File: src/rtl/ctrl_pkg.sv
// Shared opcode, state, class and ALU-op encodings for the multi-cycle control FSM.
// Pure definitions; no logic, no latency.
package ctrl_pkg;

  localparam logic [6:0] OPC_R   = 7'b0110011;
  localparam logic [6:0] OPC_LW  = 7'b0000011;
  localparam logic [6:0] OPC_SW  = 7'b0100011;
  localparam logic [6:0] OPC_BEQ = 7'b1100011;
  localparam logic [6:0] OPC_IMM = 7'b0010011;

  typedef enum logic [2:0] {
    IDLE   = 3'd0,
    FETCH  = 3'd1,
    DECODE = 3'd2,
    EXEC   = 3'd3,
    MEM    = 3'd4,
    WB     = 3'd5,
    TRAP   = 3'd6
  } state_e;

  typedef enum logic [2:0] {
    CLS_NONE = 3'd0,
    CLS_R    = 3'd1,
    CLS_LW   = 3'd2,
    CLS_SW   = 3'd3,
    CLS_BEQ  = 3'd4,
    CLS_IMM  = 3'd5
  } class_e;

  localparam logic [1:0] ALUOP_ADD   = 2'b00;
  localparam logic [1:0] ALUOP_SUB   = 2'b01;
  localparam logic [1:0] ALUOP_FUNCT = 2'b10;

endpackage

File: src/rtl/multicycle_ctrl_fsm_opcode_classify.sv
// Combinational opcode -> {class, legal}; zero latency, no handshake.
// CTRL_IMM_ALU_EN makes the I-type ALU opcode legal.
import ctrl_pkg::*;

module opcode_classify (
  input  logic [6:0] opcode,
  output class_e     op_class,
  output logic       legal
);

  always_comb begin
    op_class = CLS_NONE;
    legal    = 1'b0;
    case (opcode)
      OPC_R:   begin op_class = CLS_R;   legal = 1'b1; end
      OPC_LW:  begin op_class = CLS_LW;  legal = 1'b1; end
      OPC_SW:  begin op_class = CLS_SW;  legal = 1'b1; end
      OPC_BEQ: begin op_class = CLS_BEQ; legal = 1'b1; end
`ifdef CTRL_IMM_ALU_EN
      OPC_IMM: begin op_class = CLS_IMM; legal = 1'b1; end
`else
      OPC_IMM: begin op_class = CLS_NONE; legal = 1'b0; end
`endif
      default: begin op_class = CLS_NONE; legal = 1'b0; end
    endcase
  end

endmodule

File: src/rtl/multicycle_ctrl_fsm.sv
// Multi-cycle RV32 control FSM: IDLE/FETCH/DECODE/EXEC/MEM/WB with mem_ready wait, timeout and sticky TRAP.
// Outputs decode combinationally from state/class (plus mem_ready, zero); CTRL_IMM_ALU_EN adds I-type ALU.
import ctrl_pkg::*;

module multicycle_ctrl_fsm #(
  parameter int ALUOP_W     = 2,
  parameter int MEM_TIMEOUT = 15
) (
  input  logic               clk,
  input  logic               rst,
  input  logic               start,
  input  logic [6:0]         opcode,
  input  logic               zero,
  input  logic               mem_ready,
  output logic               alu_src,
  output logic               mem_to_reg,
  output logic               reg_write,
  output logic               mem_read,
  output logic               mem_write,
  output logic               branch,
  output logic [ALUOP_W-1:0] alu_op,
  output logic               ir_write,
  output logic               pc_write,
  output logic               trap,
  output logic               busy
);

  localparam int                CNT_W    = $clog2(MEM_TIMEOUT + 1);
  localparam logic [CNT_W-1:0]  CNT_LAST = CNT_W'(MEM_TIMEOUT - 1);
  localparam logic [CNT_W-1:0]  CNT_MAX  = CNT_W'(MEM_TIMEOUT);

  state_e           state_q, state_d;
  class_e           class_q, class_d;
  logic [CNT_W-1:0] cnt_q, cnt_d;

  class_e dec_class;
  logic   dec_legal;
  logic   wait_expired;
  logic   [CNT_W-1:0] cnt_inc;
  logic   [1:0] alu_op_c;

  opcode_classify u_classify (
    .opcode   (opcode),
    .op_class (dec_class),
    .legal    (dec_legal)
  );

  always_ff @(posedge clk or posedge rst) begin
    if (rst) begin
      state_q <= IDLE;
      class_q <= CLS_NONE;
      cnt_q   <= '0;
    end else begin
      state_q <= state_d;
      class_q <= class_d;
      cnt_q   <= cnt_d;
    end
  end

  // The cycle at count MEM_TIMEOUT-1 is the last wait cycle; mem_ready there still wins.
  assign wait_expired = (cnt_q >= CNT_LAST);
  assign cnt_inc      = (cnt_q == CNT_MAX) ? cnt_q : cnt_q + CNT_W'(1);

  always_comb begin
    state_d = state_q;
    class_d = class_q;
    cnt_d   = cnt_q;
    case (state_q)
      IDLE: if (start) state_d = FETCH;
      FETCH: begin
        if (mem_ready)         state_d = DECODE;
        else if (wait_expired) state_d = TRAP;
        else                   cnt_d   = cnt_inc;
      end
      DECODE: begin
        class_d = dec_class;
        state_d = dec_legal ? EXEC : TRAP;
      end
      EXEC: begin
        case (class_q)
          CLS_R, CLS_IMM:  state_d = WB;
          CLS_LW, CLS_SW:  state_d = MEM;
          CLS_BEQ:         state_d = FETCH;
          default:         state_d = TRAP;
        endcase
      end
      MEM: begin
        if (class_q != CLS_LW && class_q != CLS_SW) state_d = TRAP;
        else if (mem_ready)    state_d = (class_q == CLS_LW) ? WB : FETCH;
        else if (wait_expired) state_d = TRAP;
        else                   cnt_d   = cnt_inc;
      end
      WB:      state_d = FETCH;
      TRAP:    state_d = TRAP;
      default: state_d = TRAP;
    endcase
    if (state_d != state_q) cnt_d = '0;
  end

  always_comb begin
    alu_src    = 1'b0;
    mem_to_reg = 1'b0;
    reg_write  = 1'b0;
    mem_read   = 1'b0;
    mem_write  = 1'b0;
    branch     = 1'b0;
    alu_op_c   = ALUOP_ADD;
    ir_write   = 1'b0;
    pc_write   = 1'b0;
    trap       = 1'b0;
    case (state_q)
      FETCH: begin
        mem_read = 1'b1;
        ir_write = mem_ready;
        pc_write = mem_ready;
      end
      EXEC: begin
        case (class_q)
          CLS_R:   alu_op_c = ALUOP_FUNCT;
          CLS_IMM: begin alu_src = 1'b1; alu_op_c = ALUOP_FUNCT; end
          CLS_LW, CLS_SW: begin alu_src = 1'b1; alu_op_c = ALUOP_ADD; end
          CLS_BEQ: begin
            branch   = 1'b1;
            alu_op_c = ALUOP_SUB;
            pc_write = zero;
          end
          default: alu_op_c = ALUOP_ADD;
        endcase
      end
      MEM: begin
        mem_read  = (class_q == CLS_LW);
        mem_write = (class_q == CLS_SW);
      end
      WB: begin
        reg_write  = 1'b1;
        mem_to_reg = (class_q == CLS_LW);
      end
      TRAP:    trap = 1'b1;
      default: ;
    endcase
  end

  assign alu_op = ALUOP_W'(alu_op_c);
  assign busy   = (state_q != IDLE) && (state_q != TRAP);

endmodule

File: config.mk
export PLATFORM = sky130hd
export DESIGN_NAME = multicycle_ctrl_fsm
export DESIGN_NICKNAME = d
export VERILOG_FILES = /design/src/rtl/ctrl_pkg.sv /design/src/rtl/multicycle_ctrl_fsm_opcode_classify.sv /design/src/rtl/multicycle_ctrl_fsm.sv
export SDC_FILE = /design/constraint.sdc
export NUM_CORES = 1
export LEC_CHECK = 0
export ABC_AREA = 1
export CAP_MARGIN = 0
export CORE_MARGIN = 10
export CORE_UTILIZATION = 49
export CTS_BUF_LIST = sky130_fd_sc_hd__clkbuf_8
export DETAILED_ROUTE_END_ITERATION = 8
export GPL_TIMING_DRIVEN = 0
export PLACE_DENSITY_LB_ADDON = 0.15
export SLEW_MARGIN = 20
export SYNTH_ARGS = -nofsm -noshare
export SYNTH_HDL_FRONTEND = slang
export SYNTH_SLANG_ARGS = --single-unit
File: constraint.sdc
create_clock -name clk -period 2.1 [get_ports clk]
set_clock_uncertainty 0.1 [all_clocks]
set_input_delay 0.21 -clock clk [delete_from_list [all_inputs] [get_ports clk]]
set_output_delay 0.21 -clock clk [all_outputs]
set_load 0.02 [all_outputs]
==> results by group, run 1 <==
Timing
  – RSZ-0062 raised after global routing: no
  – Maximum clock rate: 0.501 GHz
  – Setup TNS Final: 0 ps
  – Min Tclk post-route: 1990 ps
  – Max-slew violation count: 0
  – Rel. slew slack: 0.718
  – Final Hold Vio Count: 0
  – Tightest Pin Transition: 420 ps
  – Endpoints failing setup: 0
  – Worst Hold Slack: 144 ps
  – Part of the cycle the worst path needs: 0.950

Power and ir drop
  – Leakage: 0.679 nW
  – Pwr Total: 0.000474 W
  – Pwr per Cell Area: 397 nW/um^2
  – Max VDD drop: 0.433 mV

Synth
  – Yosys warnings: 0
  – Post-synthesis mux area share: 0
  – Post-synthesis xor/xnor area fraction: 0.0200
  – Simple-Gate Fraction of Synth Area: 0.467
  – Seq/Total Area, Yosys: 0.286
  – Net Count, Synth: 154
  – Yosys reg bits: 10
  – Synthesized instance count: 140
  – Synth Area in Compound Gates: 0.0871
  – Main combinational cell family by area after synthesis: simple AND/OR/NAND/NOR gates
  – Netlist cell types: 23
  – Adder-cell share of the synthesized area: 0.0286
  – Average size of a mapped cell: 6.26 sq um
  – Synthesized cell area: 876 sq um

Clock network
  – Post-CTS setup buffer count: 0
  – H-tree level count: 1
  – Clock transition at path regs: 50 ps
  – Clock sinks: 10
  – Worst skew pair latency: 240 ps
  – CTS root buffer: clkbuf_8
  – CTS Buffer Depth: 2
  – Num CTS Buffers: 3
  – CTS tree: built
  – Post-CTS Resized: 7
  – Hold-fix buffers, CTS: 0

Worst setup path
  – Worst setup path category: flop to output port
  – Max incr delay on CP: 600 ps
  – Worst path slowest cell: clkdlybuf4s50_1
  – Largest delay share family, worst path: buffers and inverters
  – Worst EP arrival: 1680 ps
  – Crit-path cells: inv_2 > nand3_1 > inv_1 > clkdlybuf4s50_1
  – Worst EP required: 1790 ps
  – Worst Setup End Kind: output port
  – CP bufs+invs: 3
  – Startpoint Class: flop
  – CP max FO: 8

Placement
  – Detail Placement HPWL: 1940 um
  – # port buffers: 23
  – Routability congestion estimate from global placement: 0.891

Global route
  – Total GRT Usage: 0.118
  – Total gr overflow: 0
  – First-pass GRT wire length: 3900 um
  – Pin count of the biggest net entering global routing: 11
  – Vias in the first global route: 927
  – Antenna violations before repair: 0

Hold path
  – Worst Hold Class: input pin to asynchronous set/reset pin

Detailed routing
  – DRC viols: 0
  – Via density: 5.19
  – Final WL: 2400 um
  – 1st-pass router iterations: 5
  – Via count: 997
  – Drt initial violations: 47
  – ANT nets after route: 0
  – Drt wl/cell: 12.5 um

Cells and area
  – Most frequent cells in the layout: nand2_1 (40), nor2_1 (21), inv_1 (18)
  – Nets: 182
  – Antenna Cells: 0
  – Most common cell after layout, fill and taps aside: nand2_1
  – Area Growth Syn to Fin: 36.4%
  – Layout cell share with drive strength beyond 1: 0.0958

Floorplanning
  – Die X: 62.3 um
  – Core Region: 1710 sq um
  – Cell row count: 15
  – Die ar.: 3880 sq um
  – Initial cell density of the core: 0.513
  – Die height: 62.3 um
  – Ports: 24

Status
  – Outcome: finished clean

Run
  – Max-cap check violation count: 0
==> report_power, final <==
| group | internal, W | total, W | switching [W] |
|---|---|---|---|
| sequential | 0.000193 | 0.000193 | 0 |
| combinational | 0.0000206 | 0.0000341 | 0.0000135 |
| clock | 0.000165 | 0.000247 | 0.0000819 |
| total | 0.000379 | 0.000474 | 0.0000954 |
==> metal layers <==
layer / global-route usage / up-vias / routed length [um]
met5: 0 / - / 0
met3: 0.0323 / 9 / 142
met4: 0.0642 / 0 / 64
met1: 0.132 / 452 / 1030
li1: - / 500 / -
met2: 0.197 / 36 / 1170
==> per-stage QoR <==
stage | instances | setup WS [ps] | cell area (sq um) | util
after global routing | 192 | 22.0 | 1190 | 0.700
after CTS | 192 | 14.8 | 1180 | 0.693
after floorplan | 140 | 455 | 876 | -
final | 192 | 105 | 1190 | 0.700
after global placement | 188 | 80.5 | 1140 | 0.666
after detailed placement | 188 | 95.3 | 1140 | 0.666
==> cells in the mapped netlist <==
cell type | instances | area (sq um)
buf_6 | 1 | 11.3
dfrtp_1 | 10 | 250
a21oi_1 | 2 | 10.0
nand2_4 | 1 | 11.3
nor2_1 | 21 | 78.8
o22ai_1 | 2 | 12.5
inv_1 | 18 | 67.6
nand2_1 | 40 | 150
ha_1 | 2 | 25.0
buf_4 | 1 | 7.51
nand4_1 | 3 | 18.8
inv_2 | 3 | 11.3
xor2_1 | 2 | 17.5
nand2_2 | 1 | 6.26
and3_1 | 1 | 6.26
nand3_1 | 16 | 80.1
nor2_4 | 2 | 22.5
a21oi_2 | 1 | 8.76
nor3_1 | 3 | 15.0
o21bai_1 | 2 | 15.0
o21ai_1 | 1 | 5.00
nand3_2 | 2 | 20.0
o21ai_0 | 5 | 25.0
==> state kept, by name, summed over array words and instances (netlist names) <==
register / flops
class_q: 3
cnt_q: 4
state_q: 3
==> worst paths after layout <==
| kind | from | endpoint | slack, ps | cells after the start |
|---|---|---|---|---|
| worst max-delay path | state_q[1] | reg_write | 110 | 4 |
| worst min-delay path | rst | cnt_q[2] | 140 | 2 |
| worst max register to register | cnt_q[0] | cnt_q[1] | 290 | 14 |
| worst min register to register | cnt_q[2] | cnt_q[2] | 490 | 2 |
| max in group asynchronous | rst | class_q[1] | 1480 | 2 |
| min in group clk | cnt_q[2] | cnt_q[2] | 490 | 2 |
==> logic make-up (layout without fill, tap and decap cells) <==
family                     after synthesis  count (layout)
adders and majority gates                2               2
DFF                                     10              10
xor gates and xnor gates                 2               2
AOI/OAI and AO/OA                       13              13
buffers and inverters                   23              50
and+or+nand+nor                         90              90
==> area by class of cell <==
| class | count | area [sq um] |
|---|---|---|
| Multi-Input combinational cell | 107 | 528 |
| Sequential cell | 10 | 250 |
| Clock buffer | 4 | 55.1 |
| Timing Repair Buffer | 23 | 233 |
| Inverter | 21 | 78.8 |
| Tap cell | 25 | 31.3 |
| Buffer | 2 | 18.8 |
| Fill cell | 153 | 513 |
==> worst register-to-register path, cell delays in order (launching register included) <==
cell	delay, ps
dfrtp_1	420
inv_1	80
ha_1	160
inv_1	40
nand2_1	50
nand2_1	80
nand2_1	70
nand2_1	50
nand2_1	60
nand2_1	70
nor2_1	170
nand2_1	90
nand2_1	90
nand3_2	100
nor2_1	110
(Power assumes the default switching activity.)
==> inputs of run 2 (changes only) <==
Settings changed: CORE_MARGIN 10 to 4.
==> run 2 against run 1 <==
Effect of this change: clock power is essentially flat; clock-buffer cell count is the same; register-to-register slack gained 110 ps; setup slack lost 31 ps; global-route usage grew 7.7 points; critical path depth is the same; sequential power is essentially flat; largest cell class unchanged; highest routed layer unchanged.
==> results by group, run 2 (synthesis gave the netlist of run 1 again) <==
Global route
  – GR Util met1: 0.241 (+0.109)
  – Met2 Track Usage GR: 0.337 (+0.140)
  – Busiest grt layer: met2
  – Antenna violations before repair: 0 (unchanged)
  – Pin count of the biggest net entering global routing: 11 (unchanged)
  – Total GRT Usage: 0.195 (+0.0774)
  – Total gr overflow: 0 (unchanged)
  – Vias in the first global route: 890 (-4.0%)
  – First-pass GRT wire length: 3770 um (-3.4%)
  – M3 GR Usage: 0.0267 (-0.00555)

Cells and area
  – Nets: 182 (unchanged)
  – Largest registers: cnt_q x4, class_q x3, state_q x3
  – Area of the multi-input gates: 528 sq um (unchanged)
  – Non-filler cells, final: 192 (unchanged)
  – Antenna Cells: 0 (unchanged)
  – Max FFs per register: 4 (unchanged)
  – Post-layout util: 0.705 (+0.00586)
  – Layout cell share with drive strength beyond 1: 0.102 (+0.00599)
  – Most frequent cells in the layout: nand2_1 (40), nor2_1 (21), inv_1 (18)
  – FILL cells: 152 (-0.65%)
  – Area Growth Syn to Fin: 37.6%
  – FF+latch area: 251 sq um (+0.50%)
  – Most common cell after layout, fill and taps aside: nand2_1
  – Biggest register: cnt_q

Timing
  – Final setup margin: 74.0 ps (-31.2 ps)
  – Rel. slew slack: 0.673 (-0.0451)
  – Maximum clock rate: 0.494 GHz (-1.5%)
  – Max-slew violation count: 0 (unchanged)
  – Part of the cycle the worst path needs: 0.965 (+0.0148)
  – Tightest Pin Transition: 487 ps (+67.2 ps)
  – Endpoints failing setup: 0 (unchanged)
  – Min Tclk post-route: 2030 ps (+31.2 ps)
  – RSZ-0062 raised after global routing: no
  – Final Hold Vio Count: 0 (unchanged)
  – Setup TNS Final: 0 ps (unchanged)

Worst setup path
  – Startpoint Class: flop
  – Max incr delay on CP: 610 ps (about the same)
  – Worst setup path category: flop to output port
  – CP bufs+invs: 2 (-1)
  – Worst EP arrival: 1720 ps (+40 ps)
  – Worst path slowest cell: clkdlybuf4s50_1
  – Worst EP required: 1790 ps (about the same)
  – CP max FO: 8 (unchanged)
  – Largest delay share family, worst path: buffers and inverters
  – Crit-path cells: inv_2 > nand3_1 > nor2_1 > clkdlybuf4s50_1
  – Worst Setup End Kind: output port

Clock network
  – CTS tree: built
  – Clock sinks: 10 (unchanged)
  – CTS Buffer Depth: 2 (unchanged)
  – Clock transition at path regs: 50 ps (about the same)
  – H-tree level count: 1 (unchanged)
  – Num CTS Buffers: 3 (unchanged)
  – CTS root buffer: clkbuf_8
  – Worst skew pair latency: 240 ps (about the same)

Placement
  – # port buffers: 23 (unchanged)
  – Routability congestion estimate from global placement: 0.916 (+2.7%)
  – Placed cells: 188 (unchanged)
  – Place WS: 77.7 ps (-17.6 ps)
  – Detail Placement HPWL: 1710 um (-12%)

Detailed routing
  – 1st-pass router iterations: 4 (-1)
  – Via density: 5.10 (-1.8%)
  – DRC viols: 0 (unchanged)
  – Drt wl/cell: 11.4 um (-8.6%)
  – ANT nets after route: 0 (unchanged)
  – Drt initial violations: 24 (-49%)
  – Via count: 979 (-1.8%)
  – Final WL: 2190 um (-8.6%)

Floorplanning
  – Core Region: 1710 sq um (unchanged)
  – Initial cell density of the core: 0.513 (unchanged)
  – Die ar.: 2530 sq um (-35%)
  – Die X: 50.3 um (-19%)
  – Cell row count: 15 (unchanged)
  – Ports: 24 (unchanged)
  – Die height: 50.3 um (-19%)

Status
  – Outcome: finished clean

Power and ir drop
  – Leakage: 0.701 nW (+3.3%)
  – Pwr per Cell Area: 393 nW/um^2 (-0.95%)
  – Pwr Total: 0.000474 W (-0.12%)
  – Max VDD drop: 0.463 mV (+6.9%)

Run
  – Max-cap check violation count: 0 (unchanged)

Hold path
  – Worst Hold Class: input pin to asynchronous set/reset pin
-- run 2: stage by stage --
| stage | cell area (sq um) | hold WS (ps) |
|---|---|---|
| 2_1_floorplan | 876 | -49.8 |
| 6_report | 1200 | 148 |
| 3_5_place_dp | 1140 | 418 |
| 3_3_place_gp | 1140 | 413 |
| 5_1_grt | 1200 | 186 |
| 4_1_cts | 1190 | 164 |
-- run 2: layout make-up --
type                            count  area share
Tap cell                           25      0.0260
Clock buffer                        4      0.0457
Timing Repair Buffer               23       0.200
Inverter                           21      0.0654
Buffer                              2      0.0156
Multi-Input combinational cell    107       0.438
Sequential cell                    10       0.209
-- run 2: path summary, 6_finish.rpt --
check	end	cells past startpoint	slack, ps	start
worst max-delay path	mem_to_reg	4	70	state_q[1]
worst min-delay path	cnt_q[3]	2	150	rst
worst max register to register	cnt_q[2]	11	400	state_q[0]
worst min register to register	cnt_q[3]	3	510	cnt_q[3]
max in group asynchronous	state_q[1]	2	1450	rst
min in group clk	cnt_q[3]	3	510	cnt_q[3]
-- run 2: worst reg2reg max path, stage by stage, from the launching register on --
cell and delay [ps]:
dfrtp_1 360, buf_4 170, inv_2 110, nand2_1 120, nor2_4 190, nand3_1 110
nand2_1 130, nor2_1 60, nand2_1 50, nand2_1 60, nand3_2 90, nor2_1 50
-- run 2: timing repair --
action                                  CTS  global route
buffers inserted                          0             0
endpoints found under the hold margin     0             0
pin swaps                                 0             0
hold buffers                              0             0
endpoints found under the setup margin    4             8
gates resized for setup                   4             8
-- run 2: power breakdown --
| part | internal (W) | switching, W |
|---|---|---|
| combinational | 0.0000206 | 0.0000140 |
| clock | 0.000165 | 0.0000808 |
| sequential | 0.000193 | 0 |
| total | 0.000379 | 0.0000948 |
-- run 2: per-layer routing --
layer,up-vias,wire [um]
met5,-,0
met4,0,41
met3,7,142
met2,35,1030
met1,435,980
li1,502,-
==> inputs of run 3 (changes only) <==
Settings changed: CTS_BUF_LIST sky130_fd_sc_hd__clkbuf_8 to sky130_fd_sc_hd__clkbuf_4 sky130_fd_sc_hd__clkbuf_8, CTS_CLUSTER_SIZE set to 25.
==> run 3 against run 2 <==
Effect of this change: die area is the same; critical path depth is the same; power shrank 14%; final cell count is the same; first-iteration DRC count grew 4.2%; via count shrank 0.41%; largest cell class unchanged.
==> results by group, run 3 (synthesis gave the netlist of run 1 again) <==
Worst setup path
  – Startpoint Class: flop
  – Crit-path cells: inv_2 > nand3_1 > inv_1 > clkdlybuf4s50_1
  – Worst EP required: 1790 ps (about the same)
  – CP max FO: 8 (unchanged)
  – Worst setup path category: flop to output port
  – Worst Setup End Kind: output port
  – Worst EP arrival: 1670 ps (-50 ps)
  – Worst path slowest cell: clkdlybuf4s50_1
  – R2r startpoint: state_q[2]
  – CP bufs+invs: 3 (+1)
  – Crit path from: state_q[1]
  – Max incr delay on CP: 590 ps (-20 ps)
  – Largest delay share family, worst path: buffers and inverters

Timing
  – Final Hold Vio Count: 0 (unchanged)
  – Part of the cycle the worst path needs: 0.941 (-0.0233)
  – RSZ-0062 raised after global routing: no
  – Setup TNS Final: 0 ps (unchanged)
  – Rel. slew slack: 0.676 (+0.00306)
  – Tightest Pin Transition: 482 ps (-4.55 ps)
  – Worst Hold Slack: 110 ps (-37.8 ps)
  – Endpoints failing setup: 0 (unchanged)
  – Max-slew violation count: 0 (unchanged)
  – Min Tclk post-route: 1980 ps (-48.9 ps)
  – Maximum clock rate: 0.506 GHz (+2.5%)

Floorplanning
  – Core Region: 1710 sq um (unchanged)
  – Die height: 50.3 um (unchanged)
  – Cell row count: 15 (unchanged)
  – Die X: 50.3 um (unchanged)
  – Initial cell density of the core: 0.513 (unchanged)
  – Ports: 24 (unchanged)
  – Die ar.: 2530 sq um (unchanged)

Detailed routing
  – Final WL: 2160 um (-1.6%)
  – Routed wl met3: 167 um (+18%)
  – DRC viols: 0 (unchanged)
  – Met2 routed WL: 987 um (-4.1%)
  – Drt wl/cell: 11.2 um (-1.6%)
  – Via density: 5.08 (-0.41%)
  – ANT nets after route: 0 (unchanged)
  – 1st-pass router iterations: 5 (+1)
  – Top Layer Used: met4
  – Via count: 975 (-0.41%)
  – Drt initial violations: 25 (+4.2%)
  – WL met1: 985 um (+0.51%)

Global route
  – Vias in the first global route: 848 (-4.7%)
  – Pin count of the biggest net entering global routing: 11 (unchanged)
  – Total GRT Usage: 0.182 (-0.0132)
  – First-pass GRT wire length: 3570 um (-5.1%)
  – Antenna violations before repair: 0 (unchanged)
  – Total gr overflow: 0 (unchanged)

Cells and area
  – Post-route cell area: 1170 sq um (-2.7%)
  – Most frequent cells in the layout: nand2_1 (40), nor2_1 (21), inv_1 (18)
  – Largest registers: cnt_q x4, class_q x3, state_q x3
  – Most common cell after layout, fill and taps aside: nand2_1
  – Max FFs per register: 4 (unchanged)
  – Area Growth Syn to Fin: 33.9%
  – Antenna Cells: 0 (unchanged)
  – Nets: 182 (unchanged)
  – Post-layout util: 0.686 (-0.0190)
  – Layout cell share with drive strength beyond 1: 0.108 (+0.00599)
  – Biggest register: cnt_q

Clock network
  – Worst skew pair latency: 270 ps (+30 ps)
  – CTS tree: built
  – Num CTS Buffers: 3 (unchanged)
  – Clock sinks: 10 (unchanged)
  – CTS root buffer: clkbuf_4
  – Post-CTS setup buffer count: 0 (unchanged)
  – Post-CTS Resized: 8 (+4)
  – CTS Buffer Depth: 2 (unchanged)
  – H-tree level count: 1 (unchanged)
  – Clock transition at path regs: 70 ps (+20 ps)
  – Hold-fix buffers, CTS: 0 (unchanged)

Power and ir drop
  – Pwr per Cell Area: 346 nW/um^2 (-12%)
  – Max VDD drop: 0.326 mV (-30%)
  – Leakage: 0.671 nW (-4.4%)
  – Pwr Total: 0.000405 W (-14%)

Status
  – Outcome: finished clean

Placement
  – Routability congestion estimate from global placement: 0.916 (unchanged)
  – Post-DP Area: 1140 sq um (unchanged)
  – Detail Placement HPWL: 1710 um (unchanged)
  – # port buffers: 23 (unchanged)

Hold path
  – Worst Hold Class: input pin to asynchronous set/reset pin

Run
  – Max-cap check violation count: 0 (unchanged)
## run 3: changes by cell type in the layout (fill, tap and decap cells not counted), moves of 2 or more
cell,delta
clkbuf_4,+3
clkbuf_8,-3
dlygate4sd2_1,+3
dlymetal6s2s_1,-2
## run 3: report_power, final
part / internal, W / switching (W)
Sequential: 0.000192 / 0
Combinational: 0.0000206 / 0.0000139
Clock: 0.000105 / 0.0000731
## run 3: area by class of cell
class	instances	area [sq um]
Timing Repair Buffer	23	228
Fill cell	161	536
Inverter	21	78.8
Clock buffer	4	36.3
Tap cell	25	31.3
Multi-Input combinational cell	107	528
Buffer	2	18.8
Sequential cell	10	251
## run 3: path summary, 6_finish.rpt
kind                       slack [ps]  cells after the start          to
max                               120                      4   reg_write
min                               110                      2    cnt_q[0]
max reg2reg                       400                     10    cnt_q[2]
min reg2reg                       510                      3    cnt_q[3]
max in group asynchronous        1490                      2  state_q[1]
min in group clk                  470                      2  class_q[1]
## run 3: per-stage QoR
stage                     setup slack [ps]  cells
after floorplan                        455    140
after global placement                83.8    188
after detailed placement              77.7    188
after CTS                             17.7    192
after global routing                  40.0    192
final                                  123    192
## run 3: metal layers
| layer | track usage | up-vias |
|---|---|---|
| met5 | 0 | - |
| li1 | - | 501 |
| met2 | 0.313 | 47 |
| met3 | 0.0178 | 5 |
| met1 | 0.233 | 422 |
| met4 | 0.0691 | 0 |
